### src/rtl/async_fifo_pkg.sv
// -----------------------------------------------------------------------------
// async_fifo_pkg
//   Shared definitions for both halves of the asynchronous FIFO.
//   - ptr_width()   : pointer width from RAM address width (one extra wrap bit)
//   - bin2gray()    : binary -> Gray
//   - gray2bin()    : Gray -> binary
//   The conversions work on a wide word. Callers zero-extend their pointer
//   into it and truncate the result back. Leading zeros are neutral for both
//   conversions, so one function body serves every pointer width.
// -----------------------------------------------------------------------------
package async_fifo_pkg;

  localparam int WRAP_BITS = 1;
  localparam int MAX_PTR_W = 32;

  typedef logic [MAX_PTR_W-1:0] ptr_word_t;

  function automatic int ptr_width(input int addr_width);
    return addr_width + WRAP_BITS;
  endfunction

  function automatic ptr_word_t bin2gray(input ptr_word_t bin);
    return bin ^ (bin >> 1);
  endfunction

  function automatic ptr_word_t gray2bin(input ptr_word_t gray);
    ptr_word_t bin;
    bin[MAX_PTR_W-1] = gray[MAX_PTR_W-1];
    for (int i = MAX_PTR_W - 2; i >= 0; i--) begin
      bin[i] = gray[i] ^ bin[i+1];
    end
    return bin;
  endfunction

endpackage

### src/rtl/rd_ptr_ctrl_if.sv
// -----------------------------------------------------------------------------
// rd_ptr_ctrl_if
//   Read-side FIFO status bundle.
//   master : consumer / write-side view (drives rd_en_i, wptr_gray_i)
//   slave  : rd_ptr_ctrl view (drives the pointer and status outputs)
//   Signals:
//     rd_en_i      read request
//     wptr_gray_i  write pointer in Gray code, write-clock domain
//     raddr_o      RAM read address
//     rptr_bin_o   binary read pointer
//     rptr_gray_o  Gray read pointer, sent to the write domain
//     rd_empty_o   FIFO empty
//     rd_aempty_o  occupancy <= almost-empty threshold
//     rd_cnt_o     entries available to read
//     rd_err_o     one-cycle pulse on a read attempt while empty
// -----------------------------------------------------------------------------
interface rd_ptr_ctrl_if
  import async_fifo_pkg::*;
#(
  parameter int PTR_WIDTH = 5
);
  localparam int PW = ptr_width(PTR_WIDTH);

  logic                 rd_en_i;
  logic [PW-1:0]        wptr_gray_i;
  logic [PTR_WIDTH-1:0] raddr_o;
  logic [PW-1:0]        rptr_bin_o;
  logic [PW-1:0]        rptr_gray_o;
  logic                 rd_empty_o;
  logic                 rd_aempty_o;
  logic [PW-1:0]        rd_cnt_o;
  logic                 rd_err_o;

  modport master (
    output rd_en_i, wptr_gray_i,
    input  raddr_o, rptr_bin_o, rptr_gray_o,
    input  rd_empty_o, rd_aempty_o, rd_cnt_o, rd_err_o
  );

  modport slave (
    input  rd_en_i, wptr_gray_i,
    output raddr_o, rptr_bin_o, rptr_gray_o,
    output rd_empty_o, rd_aempty_o, rd_cnt_o, rd_err_o
  );

endinterface

### src/rtl/sync_2ff.sv
// -----------------------------------------------------------------------------
// sync_2ff
//   Generic two-flop synchroniser for a Gray-coded bus crossing into the
//   rd_clk_i domain. Only q_o (second stage) may be used downstream.
//   Ports:
//     rd_clk_i  destination clock
//     rstn_i    asynchronous active-low reset, clears both stages
//     d_i       asynchronous input bus
//     q_o       synchronised output
// -----------------------------------------------------------------------------
module sync_2ff #(
  parameter int WIDTH = 1
) (
  input  logic             rd_clk_i,
  input  logic             rstn_i,
  input  logic [WIDTH-1:0] d_i,
  output logic [WIDTH-1:0] q_o
);

  logic [WIDTH-1:0] stage1;
  logic [WIDTH-1:0] stage2;

  // NOTE: state registers use non-blocking assignments so every flop samples
  // pre-edge values; blocking here would collapse the two stages into one.
  always_ff @(posedge rd_clk_i or negedge rstn_i) begin
    if (!rstn_i) begin
      stage1 <= '0;
      stage2 <= '0;
    end else begin
      stage1 <= d_i;
      stage2 <= stage1;
    end
  end

  assign q_o = stage2;

endmodule

### src/rtl/rd_ptr_ctrl.sv
// -----------------------------------------------------------------------------
// rd_ptr_ctrl
//   Read-side pointer and status controller of the asynchronous FIFO. Owns the
//   read pointer (binary and Gray), resynchronises the write Gray pointer and
//   produces registered empty / almost-empty / count / underflow outputs.
//   Ports:
//     rd_clk_i  read clock, the only clock of this block
//     rstn_i    asynchronous active-low reset
//     bus       rd_ptr_ctrl_if.slave (request in, pointers and status out)
//   Status is computed from the next-state read pointer, so a read updates
//   empty/count on the same edge. The write pointer is seen through the
//   synchroniser and lags, so status can only be pessimistic.
// -----------------------------------------------------------------------------
module rd_ptr_ctrl
  import async_fifo_pkg::*;
#(
  parameter int PTR_WIDTH = 5,
  parameter int AEMPTY_TH = 2
) (
  input  logic         rd_clk_i,
  input  logic         rstn_i,
  rd_ptr_ctrl_if.slave bus
);

  localparam int PW = ptr_width(PTR_WIDTH);
  localparam logic [PW-1:0] AEMPTY_LIM = PW'(AEMPTY_TH);

  logic [PW-1:0] wp2rp_gray;
  logic [PW-1:0] wptr_bin_s;
  logic          rd_fire;
  logic [PW-1:0] rptr_bin_nxt;
  logic [PW-1:0] rptr_gray_nxt;
  logic [PW-1:0] occ_nxt;

  logic [PW-1:0] rptr_bin;
  logic [PW-1:0] rptr_gray;
  logic          rd_empty;
  logic          rd_aempty;
  logic [PW-1:0] rd_cnt;
  logic          rd_err;

  sync_2ff #(.WIDTH(PW)) u_wptr_sync (
    .rd_clk_i (rd_clk_i),
    .rstn_i   (rstn_i),
    .d_i      (bus.wptr_gray_i),
    .q_o      (wp2rp_gray)
  );

  // NOTE: every signal driven here gets a value on every path (no if without
  // else), so no latches are inferred.
  always_comb begin
    wptr_bin_s    = PW'(gray2bin(ptr_word_t'(wp2rp_gray)));
    rd_fire       = bus.rd_en_i & ~rd_empty;
    // Natural modulo-2^PW wrap flips the MSB when crossing all-ones -> 0.
    rptr_bin_nxt  = rptr_bin + {{(PW-1){1'b0}}, rd_fire};
    rptr_gray_nxt = PW'(bin2gray(ptr_word_t'(rptr_bin_nxt)));
    // Modulo subtraction: range 0..2^PTR_WIDTH because the wrap bit is kept.
    occ_nxt       = wptr_bin_s - rptr_bin_nxt;
  end

  always_ff @(posedge rd_clk_i or negedge rstn_i) begin
    if (!rstn_i) begin
      rptr_bin  <= '0;
      rptr_gray <= '0;
      rd_empty  <= 1'b1;
      rd_aempty <= 1'b1;
      rd_cnt    <= '0;
      rd_err    <= 1'b0;
    end else begin
      rptr_bin  <= rptr_bin_nxt;
      rptr_gray <= rptr_gray_nxt;
      // Full-width compare: a full FIFO differs in the wrap bit, not empty.
      rd_empty  <= (rptr_gray_nxt == wp2rp_gray);
      rd_aempty <= (occ_nxt <= AEMPTY_LIM);
      rd_cnt    <= occ_nxt;
      rd_err    <= bus.rd_en_i & rd_empty;
    end
  end

  assign bus.raddr_o     = rptr_bin[PTR_WIDTH-1:0];
  assign bus.rptr_bin_o  = rptr_bin;
  assign bus.rptr_gray_o = rptr_gray;
  assign bus.rd_empty_o  = rd_empty;
  assign bus.rd_aempty_o = rd_aempty;
  assign bus.rd_cnt_o    = rd_cnt;
  assign bus.rd_err_o    = rd_err;

endmodule

### src/flat_wrapper.sv
// flat-port wrapper written by rule: the top's interface ports become plain ports
module rd_ptr_ctrl_flat import async_fifo_pkg::*;
#(
  parameter int PTR_WIDTH = 5,
  parameter int AEMPTY_TH = 2
)
  (rd_clk_i, rstn_i, bus_rd_en_i, bus_wptr_gray_i, bus_raddr_o, bus_rptr_bin_o, bus_rptr_gray_o, bus_rd_empty_o, bus_rd_aempty_o, bus_rd_cnt_o, bus_rd_err_o);
  rd_ptr_ctrl_if #(.PTR_WIDTH(PTR_WIDTH)) bus_i ();
  input  logic rd_clk_i;
  input  logic rstn_i;
  input wire logic [$bits(bus_i.rd_en_i)-1:0] bus_rd_en_i;
  input wire logic [$bits(bus_i.wptr_gray_i)-1:0] bus_wptr_gray_i;
  output wire logic [$bits(bus_i.raddr_o)-1:0] bus_raddr_o;
  output wire logic [$bits(bus_i.rptr_bin_o)-1:0] bus_rptr_bin_o;
  output wire logic [$bits(bus_i.rptr_gray_o)-1:0] bus_rptr_gray_o;
  output wire logic [$bits(bus_i.rd_empty_o)-1:0] bus_rd_empty_o;
  output wire logic [$bits(bus_i.rd_aempty_o)-1:0] bus_rd_aempty_o;
  output wire logic [$bits(bus_i.rd_cnt_o)-1:0] bus_rd_cnt_o;
  output wire logic [$bits(bus_i.rd_err_o)-1:0] bus_rd_err_o;
  assign bus_i.rd_en_i = bus_rd_en_i;
  assign bus_i.wptr_gray_i = bus_wptr_gray_i;
  assign bus_raddr_o = bus_i.raddr_o;
  assign bus_rptr_bin_o = bus_i.rptr_bin_o;
  assign bus_rptr_gray_o = bus_i.rptr_gray_o;
  assign bus_rd_empty_o = bus_i.rd_empty_o;
  assign bus_rd_aempty_o = bus_i.rd_aempty_o;
  assign bus_rd_cnt_o = bus_i.rd_cnt_o;
  assign bus_rd_err_o = bus_i.rd_err_o;
  rd_ptr_ctrl #(.PTR_WIDTH(PTR_WIDTH), .AEMPTY_TH(AEMPTY_TH)) u_core (.rd_clk_i(rd_clk_i), .rstn_i(rstn_i), .bus(bus_i));
endmodule
### config.mk
export PLATFORM = sky130hd
export DESIGN_NAME = rd_ptr_ctrl_flat
export DESIGN_NICKNAME = d
export VERILOG_FILES = /design/src/rtl/async_fifo_pkg.sv /design/src/rtl/rd_ptr_ctrl_if.sv /design/src/rtl/sync_2ff.sv /design/src/rtl/rd_ptr_ctrl.sv /design/src/flat_wrapper.sv
export SDC_FILE = /design/constraint.sdc
export NUM_CORES = 1
export LEC_CHECK = 0
export CAP_MARGIN = 20
export CELL_PAD_IN_SITES_DETAIL_PLACEMENT = 0
export CELL_PAD_IN_SITES_GLOBAL_PLACEMENT = 1
export CORE_UTILIZATION = 39
export DETAILED_ROUTE_END_ITERATION = 6
export PLACE_DENSITY = 0.76
export SYNTH_ARGS = -nofsm -noshare
export SYNTH_HDL_FRONTEND = slang
export SYNTH_SLANG_ARGS = --single-unit
### constraint.sdc
create_clock -name rd_clk_i -period 3.8 [get_ports rd_clk_i]
set_clock_uncertainty 0.2 [all_clocks]
set_input_delay 0.76 -clock rd_clk_i [delete_from_list [all_inputs] [get_ports rd_clk_i]]
set_output_delay 0.76 -clock rd_clk_i [all_outputs]
set_load 0.05 [all_outputs]
==> impl_metrics.toml <==
[global_route]
grt_pass1_wl_mm = 4.17
track_usage = 0.137
antenna_found_initial = 0
grt_pass1_vias = 946
grt_max_degree = 33
gr-total-overflow = 0

[die]
io_pins = 35
rows = 22
die-area_sq_mm = 0.00414
core_sq_mm = 0.00369
start_util = 0.411
fp.dieW_um = 64.3
die_h_um = 64.3

[clock_network]
clock_sinks = 32
clkLatencyLatePin_ns = 0.28
clockBufferDepth = 2
cts_resized = 0
ctsHoldBuffers = 0
cts_tree = "yes"
cts_htree_levels = 2
clk_pin_slew_ns = 0.07
cts_buffers = 5
cts_setup_buffers = 0
cts-root-buf = "clkbuf_8"

[synthesis]
yosys-top-cells-area = "dfrtp_1 50%, xnor2_1 7.5%, xor2_1 4.6%"
syn_area_per_cell_sq_um = 12.7
synth_edf_count = 0
synth_cell_types = 37
ys_ff_latch = 32
synth_async_sr_flop_share = 1.00
ys_warn_count = 0
synth.top_cell.area_share = 0.495
syn_nets = 133
netlist_area_sq_mm = 0.00152
seq_area_frac_synth = 0.530
synth_ff_type = "dfrtp_1"
yosysTopAreaCell = "dfrtp_1"
synth_cells = 119

[placed_design]
gp_congestion = 0.905
numPortBuffers = 34
hpwl_mm = 1.85
post-place-cells = 197

[layout]
final_cell_mix = "34 x clkdlybuf4s50_1, 30 x dfrtp_1, 13 x xnor2_1, 8 x xor2_1, 7 x clkbuf_8"
layout-drive-gt1-share = 0.191
nNetsFinal = 170
stdcell_count = 205
layout.cells.most_common = "clkdlybuf4s50_1"
fill_cells = 324
diodes = 0
fin_util = 0.546
syn_to_final_growth_pct = 32.9

[route]
routed_wl_mm = 2.44
vias = 970
drc_errors = 0
wl_per_cell_um = 11.9
via_per_inst = 4.73
dr.pass1.iters = 4
drt_iter0_drc = 16
ant_nets = 0

[sta]
setup_tns_ns = 0
finalMaxSlewViolations = 0
fmax_ghz = 0.281
rsz0062_at_grt = "no"
setup_viol = 0
fin_crit_sh = 0.938
slew_headroom = 0.667
hold_viol_final = 0
period_needed_ns = 3.56
worst_pin_slew_ns = 0.497

[hold_path]
min_path_type = "reg -> reg"

[setup_path]
crit_required_ns = 3.80
cp.arrival_ns = 3.56
endpoint_kind = "flop"
path_max_fanout = 4
cp-start-kind = "input pin"
critPathKind = "in -> reg"

[run]
drv_cap = 0

[status]
outcome = "finished, final reports clean"
registers in the layout (all words and copies together), names as in the netlist:
| name | flops |
|---|---|
| u_core.bus.rd_err_o | 1 |
| u_core.u_wptr_sync.stage1 | 6 |
| u_core.bus.rptr_gray_o | 5 |
| u_core.bus.rptr_bin_o | 6 |
| u_core.u_wptr_sync.q_o | 6 |
| u_core.bus.rd_cnt_o | 6 |
| u_core.bus.rd_aempty_o | 1 |
| u_core.bus.rd_empty_o | 1 |
cells by family (layout without fill, tap and decap cells):
family	after synthesis	in the layout	share of synthesized area
flops	32	32	0.530
xor+xnor	26	26	0.182
simple gates	21	21	0.0826
compound gates	17	17	0.0851
buf+inv	17	55	0.0661
fa+ha+maj	6	6	0.0537
Yosys cell counts (2+ instances only):
library cell / number
a21oi_1: 5
buf_2: 2
buf_4: 7
dfrtp_1: 30
dfstp_2: 2
ha_1: 4
inv_1: 6
nand2_1: 2
nand3_1: 5
nor2_1: 3
nor2b_1: 2
nor3_1: 2
o311ai_1: 2
o31ai_1: 2
xnor2_1: 13
xnor2_2: 4
xor2_1: 8
layout make-up:
| type | count | area [sq um] | area share |
|---|---|---|---|
| Timing Repair Buffer | 40 | 385 | 0.191 |
| Inverter | 7 | 26.3 | 0.0131 |
| Clock inverter | 1 | 30.0 | 0.0149 |
| Multi-Input combinational cell | 70 | 612 | 0.304 |
| Clock buffer | 7 | 96.3 | 0.0479 |
| Sequential cell | 32 | 803 | 0.399 |
| Tap cell | 48 | 60.1 | 0.0298 |
metal layers:
metal,vias to the layer above,part of all wire,global-route usage
met1,468,0.44,0.149
li1,464,-,-
met5,-,0,0
met2,32,0.49,0.229
met3,6,0.055,0.0554
met4,0,0.020,0.0667
stage by stage:
stage	instance area, sq um	worst slack, ns	hold slack, ns
final	2010	0.236	0.146
after global routing	2010	0.0925	0.150
after CTS	2010	0.240	0.149
after detailed placement	1890	-0.0500	0.136
after global placement	1890	-0.0303	0.134
after floorplan	1520	0.267	0.131
worst paths after layout:
| path | startpoint | endpoint | slack [ns] | cells after the start |
|---|---|---|---|---|
| worst min register to register | u_core.u_wptr_sync.stage1[4] | u_core.u_wptr_sync.q_o[4] | 0.15 | 0 |
| max in group asynchronous | rstn_i | u_core.bus.rd_aempty_o | 2.41 | 2 |
| worst min-delay path | u_core.u_wptr_sync.stage1[4] | u_core.u_wptr_sync.q_o[4] | 0.15 | 0 |
| worst max register to register | u_core.u_wptr_sync.q_o[5] | u_core.bus.rd_aempty_o | 0.34 | 12 |
| min in group asynchronous | rstn_i | u_core.bus.rd_err_o | 0.67 | 2 |
| worst max-delay path | bus_rd_en_i | u_core.bus.rd_aempty_o | 0.24 | 13 |
critical path, stage by stage:
cell	delay, ns
clkdlybuf4s50_1	0.41
nor2b_1	0.14
ha_1	0.19
ha_1	0.30
inv_1	0.04
ha_1	0.27
nor2b_1	0.16
o21ai_1	0.16
o21a_2	0.21
o21ai_2	0.06
a2111o_1	0.44
and3_4	0.19
nor4_2	0.25
Power is not shown: default switching activity piles up to over one toggle a cycle in this logic, so the estimate is an artifact.
